[src/rtl/rv_pipe_pkg.sv]
// Shared pipeline definitions for the memory stage: bus widths, FSM encoding
// and the word-alignment helper used when forming bus addresses.
package rv_pipe_pkg;

    localparam int XLEN      = 32;
    localparam int REG_IDX_W = 5;

    localparam logic [XLEN-1:0] WORD_ALIGN_MASK   = 32'hFFFF_FFFC;
    localparam logic [XLEN-1:0] ERR_RDATA_DEFAULT = 32'h0000_0000;

    typedef enum logic [1:0] {
        ST_IDLE = 2'd0,
        ST_BUSY = 2'd1,
        ST_DONE = 2'd2
    } mau_state_t;

    function automatic logic [XLEN-1:0] word_align(input logic [XLEN-1:0] byte_addr);
        return byte_addr & WORD_ALIGN_MASK;
    endfunction

endpackage

[src/rtl/mem_access_unit_if.sv]
// Word-wide req/ack data bus between the memory-stage master and the
// data-memory responder.
interface mem_access_unit_if;
    import rv_pipe_pkg::*;

    logic            req;
    logic            we;
    logic [XLEN-1:0] addr;
    logic [XLEN-1:0] wdata;
    logic            ack;
    logic [XLEN-1:0] rdata;

    modport master (output req, we, addr, wdata, input ack, rdata);
    modport slave  (input req, we, addr, wdata, output ack, rdata);

endinterface

[src/rtl/mem_timeout_ctr.sv]
// Cycle counter for an outstanding bus access; terminal asserts on the last
// cycle the access may wait before it is aborted.
module mem_timeout_ctr #(
    parameter int TIMEOUT_CYCLES = 16
) (
    input  logic clk,
    input  logic rst_n,
    input  logic clear,
    input  logic enable,
    output logic terminal
);

    localparam int CW = (TIMEOUT_CYCLES > 2) ? $clog2(TIMEOUT_CYCLES) : 1;

    logic [CW-1:0] count;

    always_ff @(posedge clk or negedge rst_n) begin
        if (!rst_n) begin
            count <= '0;
        end else if (clear) begin
            count <= '0;
        end else if (enable) begin
            count <= count + 1'b1;
        end
    end

    assign terminal = (count == CW'(TIMEOUT_CYCLES - 1));

endmodule

[src/rtl/mem_access_unit.sv]
// Memory-stage bus master: turns M-stage loads/stores into req/ack bus
// accesses, stalls the pipeline while one is outstanding, and owns M/W.
module mem_access_unit
    import rv_pipe_pkg::*;
#(
    parameter int              TIMEOUT_CYCLES = 16,
    parameter logic [XLEN-1:0] ERR_RDATA      = ERR_RDATA_DEFAULT
) (
    input  logic                 clk,
    input  logic                 rst_n,
    input  logic                 RegWriteM,
    input  logic                 ResultSrcM,
    input  logic                 MemWriteM,
    input  logic [XLEN-1:0]      ALUResultM,
    input  logic [XLEN-1:0]      WriteDataM,
    input  logic [REG_IDX_W-1:0] RdM,
    output logic                 StallM,
    mem_access_unit_if.master    bus,
    output logic                 BusErr,
    output logic                 RegWriteW,
    output logic                 ResultSrcW,
    output logic [XLEN-1:0]      ALUResultW,
    output logic [XLEN-1:0]      ReadDataW,
    output logic [REG_IDX_W-1:0] RdW
);

    mau_state_t      state;
    logic [XLEN-1:0] rdata_q;
    logic            access;
    logic            in_busy;
    logic            timeout_hit;

    assign access  = ResultSrcM | MemWriteM;
    assign in_busy = (state == ST_BUSY);
    assign StallM  = ((state == ST_IDLE) && access) || in_busy;

    mem_timeout_ctr #(
        .TIMEOUT_CYCLES (TIMEOUT_CYCLES)
    ) u_timeout_ctr (
        .clk      (clk),
        .rst_n    (rst_n),
        .clear    (!in_busy),
        .enable   (in_busy && !bus.ack),
        .terminal (timeout_hit)
    );

    // Access FSM; bus fields only change on entry to BUSY so they stay stable while req is up.
    always_ff @(posedge clk or negedge rst_n) begin
        if (!rst_n) begin
            state     <= ST_IDLE;
            bus.req   <= 1'b0;
            bus.we    <= 1'b0;
            bus.addr  <= '0;
            bus.wdata <= '0;
            BusErr    <= 1'b0;
            rdata_q   <= '0;
        end else begin
            case (state)
                ST_IDLE: begin
                    if (access) begin
                        state     <= ST_BUSY;
                        bus.req   <= 1'b1;
                        bus.we    <= MemWriteM;
                        bus.addr  <= word_align(ALUResultM);
                        bus.wdata <= WriteDataM;
                    end
                end
                ST_BUSY: begin
                    if (bus.ack) begin
                        state   <= ST_DONE;
                        bus.req <= 1'b0;
                        if (!bus.we) begin
                            rdata_q <= bus.rdata;
                        end
                    end else if (timeout_hit) begin
                        state   <= ST_DONE;
                        bus.req <= 1'b0;
                        BusErr  <= 1'b1;
                        rdata_q <= ERR_RDATA;
                    end
                end
                ST_DONE: begin
                    state <= ST_IDLE;
                end
                default: begin
                    state   <= ST_IDLE;
                    bus.req <= 1'b0;
                end
            endcase
        end
    end

    // M/W register: bubble while stalled, retire the held instruction when released.
    always_ff @(posedge clk or negedge rst_n) begin
        if (!rst_n) begin
            RegWriteW  <= 1'b0;
            ResultSrcW <= 1'b0;
            ALUResultW <= '0;
            ReadDataW  <= '0;
            RdW        <= '0;
        end else if (StallM) begin
            RegWriteW <= 1'b0;
            RdW       <= '0;
        end else begin
            RegWriteW  <= RegWriteM;
            ResultSrcW <= ResultSrcM;
            ALUResultW <= ALUResultM;
            RdW        <= RdM;
            if (state == ST_DONE) begin
                ReadDataW <= rdata_q;
            end
        end
    end

endmodule

[src/flat_wrapper.sv]
// flat-port wrapper written by rule: the top's interface ports become plain ports
module mem_access_unit_flat import rv_pipe_pkg::*;
#(
    parameter int              TIMEOUT_CYCLES = 16,
    parameter logic [XLEN-1:0] ERR_RDATA      = ERR_RDATA_DEFAULT
)
  (clk, rst_n, RegWriteM, ResultSrcM, MemWriteM, ALUResultM, WriteDataM, RdM, StallM, BusErr, RegWriteW, ResultSrcW, ALUResultW, ReadDataW, RdW, bus_req, bus_we, bus_addr, bus_wdata, bus_ack, bus_rdata);
  mem_access_unit_if bus_i ();
  input  logic clk;
  input  logic rst_n;
  input  logic RegWriteM;
  input  logic ResultSrcM;
  input  logic MemWriteM;
  input  logic [XLEN-1:0] ALUResultM;
  input  logic [XLEN-1:0] WriteDataM;
  input  logic [REG_IDX_W-1:0] RdM;
  output logic StallM;
  output logic BusErr;
  output logic RegWriteW;
  output logic ResultSrcW;
  output logic [XLEN-1:0] ALUResultW;
  output logic [XLEN-1:0] ReadDataW;
  output logic [REG_IDX_W-1:0] RdW;
  output wire logic [$bits(bus_i.req)-1:0] bus_req;
  output wire logic [$bits(bus_i.we)-1:0] bus_we;
  output wire logic [$bits(bus_i.addr)-1:0] bus_addr;
  output wire logic [$bits(bus_i.wdata)-1:0] bus_wdata;
  input wire logic [$bits(bus_i.ack)-1:0] bus_ack;
  input wire logic [$bits(bus_i.rdata)-1:0] bus_rdata;
  assign bus_req = bus_i.req;
  assign bus_we = bus_i.we;
  assign bus_addr = bus_i.addr;
  assign bus_wdata = bus_i.wdata;
  assign bus_i.ack = bus_ack;
  assign bus_i.rdata = bus_rdata;
  mem_access_unit #(.TIMEOUT_CYCLES(TIMEOUT_CYCLES), .ERR_RDATA(ERR_RDATA)) u_core (.clk(clk), .rst_n(rst_n), .RegWriteM(RegWriteM), .ResultSrcM(ResultSrcM), .MemWriteM(MemWriteM), .ALUResultM(ALUResultM), .WriteDataM(WriteDataM), .RdM(RdM), .StallM(StallM), .bus(bus_i), .BusErr(BusErr), .RegWriteW(RegWriteW), .ResultSrcW(ResultSrcW), .ALUResultW(ALUResultW), .ReadDataW(ReadDataW), .RdW(RdW));
endmodule
[config.mk]
export PLATFORM = sky130hd
export DESIGN_NAME = mem_access_unit_flat
export DESIGN_NICKNAME = d
export VERILOG_FILES = /design/src/rtl/rv_pipe_pkg.sv /design/src/rtl/mem_access_unit_if.sv /design/src/rtl/mem_timeout_ctr.sv /design/src/rtl/mem_access_unit.sv /design/src/flat_wrapper.sv
export SDC_FILE = /design/constraint.sdc
export NUM_CORES = 1
export LEC_CHECK = 0
export CORE_ASPECT_RATIO = 0.75
export CORE_MARGIN = 5
export CORE_UTILIZATION = 48
export DETAILED_ROUTE_END_ITERATION = 8
export PLACE_DENSITY_LB_ADDON = 0.3
export SLEW_MARGIN = 15
export SYNTH_ARGS = -nofsm -noshare
export SYNTH_HDL_FRONTEND = slang
export SYNTH_SLANG_ARGS = --single-unit
[constraint.sdc]
create_clock -name clk -period 2.8 [get_ports clk]
set_clock_uncertainty 0.15 [all_clocks]
set_input_delay 0.56 -clock clk [delete_from_list [all_inputs] [get_ports clk]]
set_output_delay 0.56 -clock clk [all_outputs]
set_load 0.01 [all_outputs]
==> results of run 1 <==
## power breakdown
part,internal (mW),switching (mW),total [mW]
combinational,3.15,1.91,5.06
clock,1.64,0.970,2.61
sequential,3.69,0.694,4.38
total,8.47,3.58,12.0
## metrics by stage
| step | area [µm²] | std cells | hold WS [ns] | setup WS, ns | utilization, % |
|---|---|---|---|---|---|
| floorplan | 6872 | 463 | 0.1144 | 1.122 | - |
| global placement | 9472 | 862 | 0.3037 | 0.1470 | 68.20 |
| detailed placement | 9472 | 862 | 0.3119 | 0.1617 | 68.20 |
| CTS | 10140 | 895 | 0.3346 | 0.1609 | 73.05 |
| global route | 10140 | 895 | 0.3640 | 0.1301 | 73.05 |
| finish | 10140 | 895 | 0.3326 | 0.1720 | 73.05 |
## layout by cell type, fill, tap and decap left out, drive strengths merged, types with 5 or more instances in the layout
master         instances
clkbuf                19
nor2b                  9
clkdlybuf4s50        242
o21ai                 33
nor2                   7
dfrtp                174
buf                   11
nand2                 65
bufinv                 5
mux2                 127
clkinv                 5
## area by class of cell
type                    instances  area, µm²
well taps                     175      219.0
fillers                       888       3744
clock buffers                  19      452.9
repair buffers                254       2569
flip-flops and latches        174       4354
multi-input cells             260       2340
clock inverters                13      210.2
## kinds of logic (layout without fill, tap and decap cells)
logic type | count (synthesis) | after routing | share of synthesized area (%)
other cells | 1 | 2 | 0.05460
simple gates | 88 | 88 | 5.793
compound gates | 38 | 38 | 2.988
xor+xnor | 3 | 3 | 0.3827
flops | 174 | 174 | 63.40
buf+inv | 29 | 286 | 3.061
mux | 128 | 128 | 24.14
fa+ha+maj | 1 | 1 | 0.1822
## flip-flops by register name, summed over array words and instances, names as in the netlist, 2 cells and up
signal / flops
u_core.u_timeout_ctr.count: 4
u_core.RdW: 5
u_core.bus.addr: 30
u_core.bus.wdata: 32
u_core.ALUResultW: 32
u_core.state: 2
u_core.ReadDataW: 32
u_core.rdata_q: 32
## layer usage
layer | up-vias | GRT usage, % | part of all wire, %
met5 | - | 0 | 0
met1 | 2296 | 25.18 | 40
met4 | 0 | 6.400 | 1.4
li1 | 2054 | - | -
met3 | 22 | 10.21 | 11
met2 | 197 | 33.84 | 48
## timing repair
item,in CTS,in global routing
endpoints found under the hold margin,59,0
hold buffers,1,0
setup buffers,0,0
## worst reg2reg max path, stage by stage (launching register included)
cell     delay (ns)
dfrtp_1        0.51
nor2_2         0.20
o21a_4         0.28
buf_12         0.30
mux2_4         0.36
## path summary, 6_finish.rpt
| kind | to | slack [ns] | depth (start not counted) |
|---|---|---|---|
| max in group asynchronous | u_core.ReadDataW[29] | 1.21 | 3 |
| max | StallM | 0.17 | 4 |
| min reg2reg | u_core.BusErr | 0.33 | 1 |
| max reg2reg | u_core.bus.addr[7] | 0.89 | 4 |
| min in group asynchronous | u_core.ReadDataW[19] | 0.53 | 2 |
| min | u_core.BusErr | 0.33 | 1 |
==> summary.md, run 1 <==
| Metric | Value |
|---|---|
| Status | `complete, no violations` |
| Worst Setup SP | `MemWriteM` |
| Top cell type's share of synthesized area | `between 60% and 70%` |
| CTS resizes | `0` |
| Avg Cell Area, Syn | `approximately 15 µm²` |
| Top area cells in the synthesized netlist | `dfrtp_1, mux2_4, mux2_2, nand2_1, o21ai_0` |
| Die W | `~150 µm` |
| Cell Rows | `37` |
| Asr flop ratio synth | `100.0%` |
| CP Cell Sequence | `clkdlybuf4s50_1 -> nor3_1 -> nor2_4 -> clkdlybuf4s50_1` |
| YS warnings | `0` |
| Mapped Cells | `between 400 and 500` |
| GRT Total Usage | `21.00%` |
| First-pass GRT wire length | `around 28 mm` |
| Slowest-stage cell, CP | `clkdlybuf4s50_1` |
| # diodes | `0` |
| Worst r2r src | `u_core.state[1]` |
| Post-synth top flop | `dfrtp_1` |
| Hold Path Class | `reg -> reg` |
| Count of cell types in the netlist | `31` |
| Final slew viol count | `0` |
| RSZ-0062 raised after global routing | `no` |
| TritonCTS sink count | `between 150 and 200` |
| Most numerous cell in the Yosys netlist | `dfrtp_1` |
| Worst slew margin | `62.39%` |
| Core Box Area | `~14000 µm²` |
| Via count | `between 4000 and 5000` |
| Clk Latency, worst-skew pair | `roughly 0.42 ns` |
| Post-synth EDFFs | `0` |
| Routed WL per cell | `19.15 µm` |
| CP required | `about 2.1 ns` |
| Final Hold Vio Count | `0` |
| Max stage delay on crit path | `0.50 ns` |
| Initial antenna violation count | `0` |
| Clk pin slew, worst setup/hold paths | `roughly 0.060 ns` |
| Full die area | `16830 µm²` |
| WP buf/inv | `2` |
| DPL Wire Length | `between 10 and 15 mm` |
| Sequential share of the synthesized area | `63.40%` |
| Share of cells above drive strength 1 | `roughly a quarter` |
| Lkg Pwr | `between 4 and 5 nW` |
| CP dominant cell by count | `clkdlybuf4s50_1` |
| Worst VDD drop | `0.7988 mV` |
| Synth Cell Area | `between 6000 and 7000 µm²` |
| DR vias/cell | `between 5 and 6` |
| Period utilization | `93.86%` |
| Overflow after GRT | `0` |
| Final setup violation count | `0` |
| Antenna violation net count after detailed routing | `0` |
| Total Power | `about 12 mW` |
| Number of CTS-inserted buffers | `17` |
| Post-layout minimum cycle time | `2.628 ns` |
| Power per Cell Area | `roughly 1200 nW/µm²` |
| CTS tree | `yes` |
| Crit. End Element | `primary output` |
| Boundary Pins | `246` |
| Worst-case clock buffer depth | `2` |
| Max_cap viols | `0` |
| Fmax achieved | `~0.38 GHz` |
| Vias in the first global route | `5199` |
| Die height | `about 110 µm` |
| DR iter-0 viols | `around 130` |
| Arrival @ worst endpoint | `around 1.9 ns` |
| IO buf count | `~240` |
| CP top delay family | `buffers and inverters` |
| Nets@finish | `between 800 and 900` |
| Min-delay src | `u_core.BusErr` |
| Post-synth top cells | `dfrtp_1, mux2_2, nand2_1, mux2_4, o21ai_0` |
| Setup TNS | `0 ns` |
| Setup crit start kind | `input port` |
| Starting Density | `49.45%` |
| Htree depth | `4` |
| Pin count of the biggest net entering global routing | `64` |
| Yosys reg bits | `about 170` |
| Max FO, Critical Path | `3` |
| Worst-Margin Slew | `between 0.5 and 0.6 ns` |
| Clock Tree Root | `clkbuf_16` |
| Cell taking the most area after synthesis | `dfrtp_1` |
| WL final | `17.14 mm` |
| Critical Setup Path Class | `in -> out` |
| Router iterations before antenna repair | `4` |
| P&R area growth vs syn | `47.71%` |
| DR DRC count | `0` |
| Placer Congestion | `approximately 0.76` |
Note: power is estimated with default switching activity, not from simulation.
==> inputs of run 2 (changes only) <==
--- a/config.mk
+++ b/config.mk
@@ -9,7 +9,7 @@
 export CORE_MARGIN = 5
 export CORE_UTILIZATION = 48
 export DETAILED_ROUTE_END_ITERATION = 8
-export PLACE_DENSITY_LB_ADDON = 0.3
+export PLACE_DENSITY = 0.86
 export SLEW_MARGIN = 15
 export SYNTH_ARGS = -nofsm -noshare
 export SYNTH_HDL_FRONTEND = slang
==> summary.md, run 2 (synthesized netlist as in run 1, its figures left out) <==
| Metric | Value |
|---|---|
| Status | `complete, no violations` |
| Critical Setup Path Class | `in -> out` |
| Final setup violation count | `0 (unchanged)` |
| CP required | `2.09 ns (about the same)` |
| CTS resizes | `0 (unchanged)` |
| Setup TNS | `0 ns (unchanged)` |
| Overflow after GRT | `0 (unchanged)` |
| DR vias/cell | `5.066 (-0.77%)` |
| P&R area growth vs syn | `46.47%` |
| Nets@finish | `818 (+0.37%)` |
| # diodes | `0 (unchanged)` |
| Placer Congestion | `0.8192 (+7.8%)` |
| Clk pin slew, worst setup/hold paths | `0.07 ns (about the same)` |
| Worst VDD drop | `0.8636 mV (+8.1%)` |
| Period utilization | `93.02% (-0.84 points)` |
| Cell Rows | `37 (unchanged)` |
| Vias in the first global route | `5169 (-0.58%)` |
| Lkg Pwr | `4.401 nW (-1.1%)` |
| Number of CTS-inserted buffers | `17 (unchanged)` |
| Die height | `113.6 µm (unchanged)` |
| Post-CTS setup buffers | `0 (unchanged)` |
| Worst-Margin Slew | `0.5230 ns (-0.04120 ns)` |
| Clk Latency, worst-skew pair | `0.41 ns (about the same)` |
| Via count | `4549 (-0.44%)` |
| Core Box Area | `13890 µm² (unchanged)` |
| Htree depth | `4 (unchanged)` |
| Hold Path Class | `reg -> reg` |
| Max_cap viols | `0 (unchanged)` |
| GRT Total Usage | `21.36% (+0.36 points)` |
| Fillers | `883 (-0.56%)` |
| Worst slew margin | `65.14% (+2.7 points)` |
| RSZ-0062 raised after global routing | `no` |
| Die W | `148.1 µm (unchanged)` |
| DR iter-0 viols | `126 (-0.79%)` |
| Antenna violation net count after detailed routing | `0 (unchanged)` |
| Commonest non-fill, non-tap cell in the layout | `clkdlybuf4s50_1` |
| DR DRC count | `0 (unchanged)` |
| Setup crit start kind | `input port` |
| IO buf count | `243 (unchanged)` |
| DPL Wire Length | `12.61 mm (+2.1%)` |
| Final Hold Vio Count | `0 (unchanged)` |
| Starting Density | `49.45% (unchanged)` |
| WL final | `17.58 mm (+2.6%)` |
| Worst-case clock buffer depth | `2 (unchanged)` |
| R2r setup slk | `0.96 ns (+0.07 ns)` |
| Final slew viol count | `0 (unchanged)` |
| Worst hold margin | `0.3322 ns (-0.0004040 ns)` |
| Clock Tree Root | `clkbuf_16` |
| TritonCTS sink count | `174 (unchanged)` |
| Full die area | `16830 µm² (unchanged)` |
| Power per Cell Area | `1168 nW/µm² (-1.7%)` |
| Router iterations before antenna repair | `4 (unchanged)` |
| Post-layout minimum cycle time | `2.605 ns (-0.02342 ns)` |
| Cts-stage hold buffer count | `1 (unchanged)` |
| Crit. End Element | `primary output` |
| Initial antenna violation count | `0 (unchanged)` |
| First-pass GRT wire length | `28.23 mm (+2.1%)` |
| Fmax achieved | `0.3839 GHz (+0.90%)` |
| Most frequent cells in the layout | `clkdlybuf4s50_1, dfrtp_1, mux2_2, nand2_1, mux2_4` |
| Arrival @ worst endpoint | `1.89 ns (-0.03 ns)` |
| Share of cells above drive strength 1 | `24.62% (+0.18 points)` |
| Max FO, Critical Path | `3 (unchanged)` |
| Routed WL per cell | `19.58 µm (+2.2%)` |
| Pin count of the biggest net entering global routing | `59 (-7.8%)` |
| CTS tree | `yes` |
| Boundary Pins | `246 (unchanged)` |
[run 2: stage by stage]
stage	utilization, %	instances	total power [mW]	setup slack [ns]	area, µm²
5_1_grt	72.43	898	12.40	0.1440	10060
6_report	72.43	898	11.75	0.1954	10060
2_1_floorplan	-	463	6.846	1.122	6872
3_5_place_dp	68.27	865	9.540	0.1926	9482
4_1_cts	72.43	898	11.89	0.1862	10060
3_3_place_gp	68.27	865	9.334	0.1899	9482
[run 2: worst max-delay path, cell delays in order]
cell and delay (ns):
clkdlybuf4s50_1 0.46, nor3_1 0.33, nor2_4 0.05, clkdlybuf4s50_1 0.49
[run 2: path summary, 6_finish.rpt]
check                                 from              endpoint  depth (start not counted)
setup / recovery                 MemWriteM                StallM                          4
hold / removal               u_core.BusErr         u_core.BusErr                          1
setup reg to reg           u_core.state[1]   u_core.ReadDataW[9]                          3
hold reg to reg              u_core.BusErr         u_core.BusErr                          1
max in group asynchronous            rst_n  u_core.bus.wdata[21]                          3
min in group asynchronous            rst_n    u_core.bus.addr[8]                          2
[run 2: area by class of cell]
type / instances / area, µm² / area share [%]
Sequential cell: 174 / 4354 / 43.28
Tap cell: 175 / 219.0 / 2.177
Multi-Input combinational cell: 260 / 2340 / 23.26
Clock inverter: 12 / 111.4 / 1.107
Clock buffer: 20 / 456.7 / 4.540
Timing Repair Buffer: 257 / 2579 / 25.63
[run 2: metal layers]
layer  GRT usage (%)  part of all wire [%]  vias to the layer above
met5               0                     0                        -
met1           25.83                    40                     2274
met2           34.54                    48                      178
met4           7.138                   2.3                        0
met3           9.492                   9.4                       30
li1                -                     -                     2067
[run 2: report_power, final]
| part | internal, mW | total (mW) | leakage [nW] | switching [mW] |
|---|---|---|---|---|
| Clock | 1.28 | 2.25 | 0.261 | 0.973 |
| Combinational | 3.16 | 5.10 | 2.02 | 1.94 |
| Sequential | 3.69 | 4.40 | 2.12 | 0.710 |
| Total | 8.12 | 11.7 | 4.40 | 3.63 |
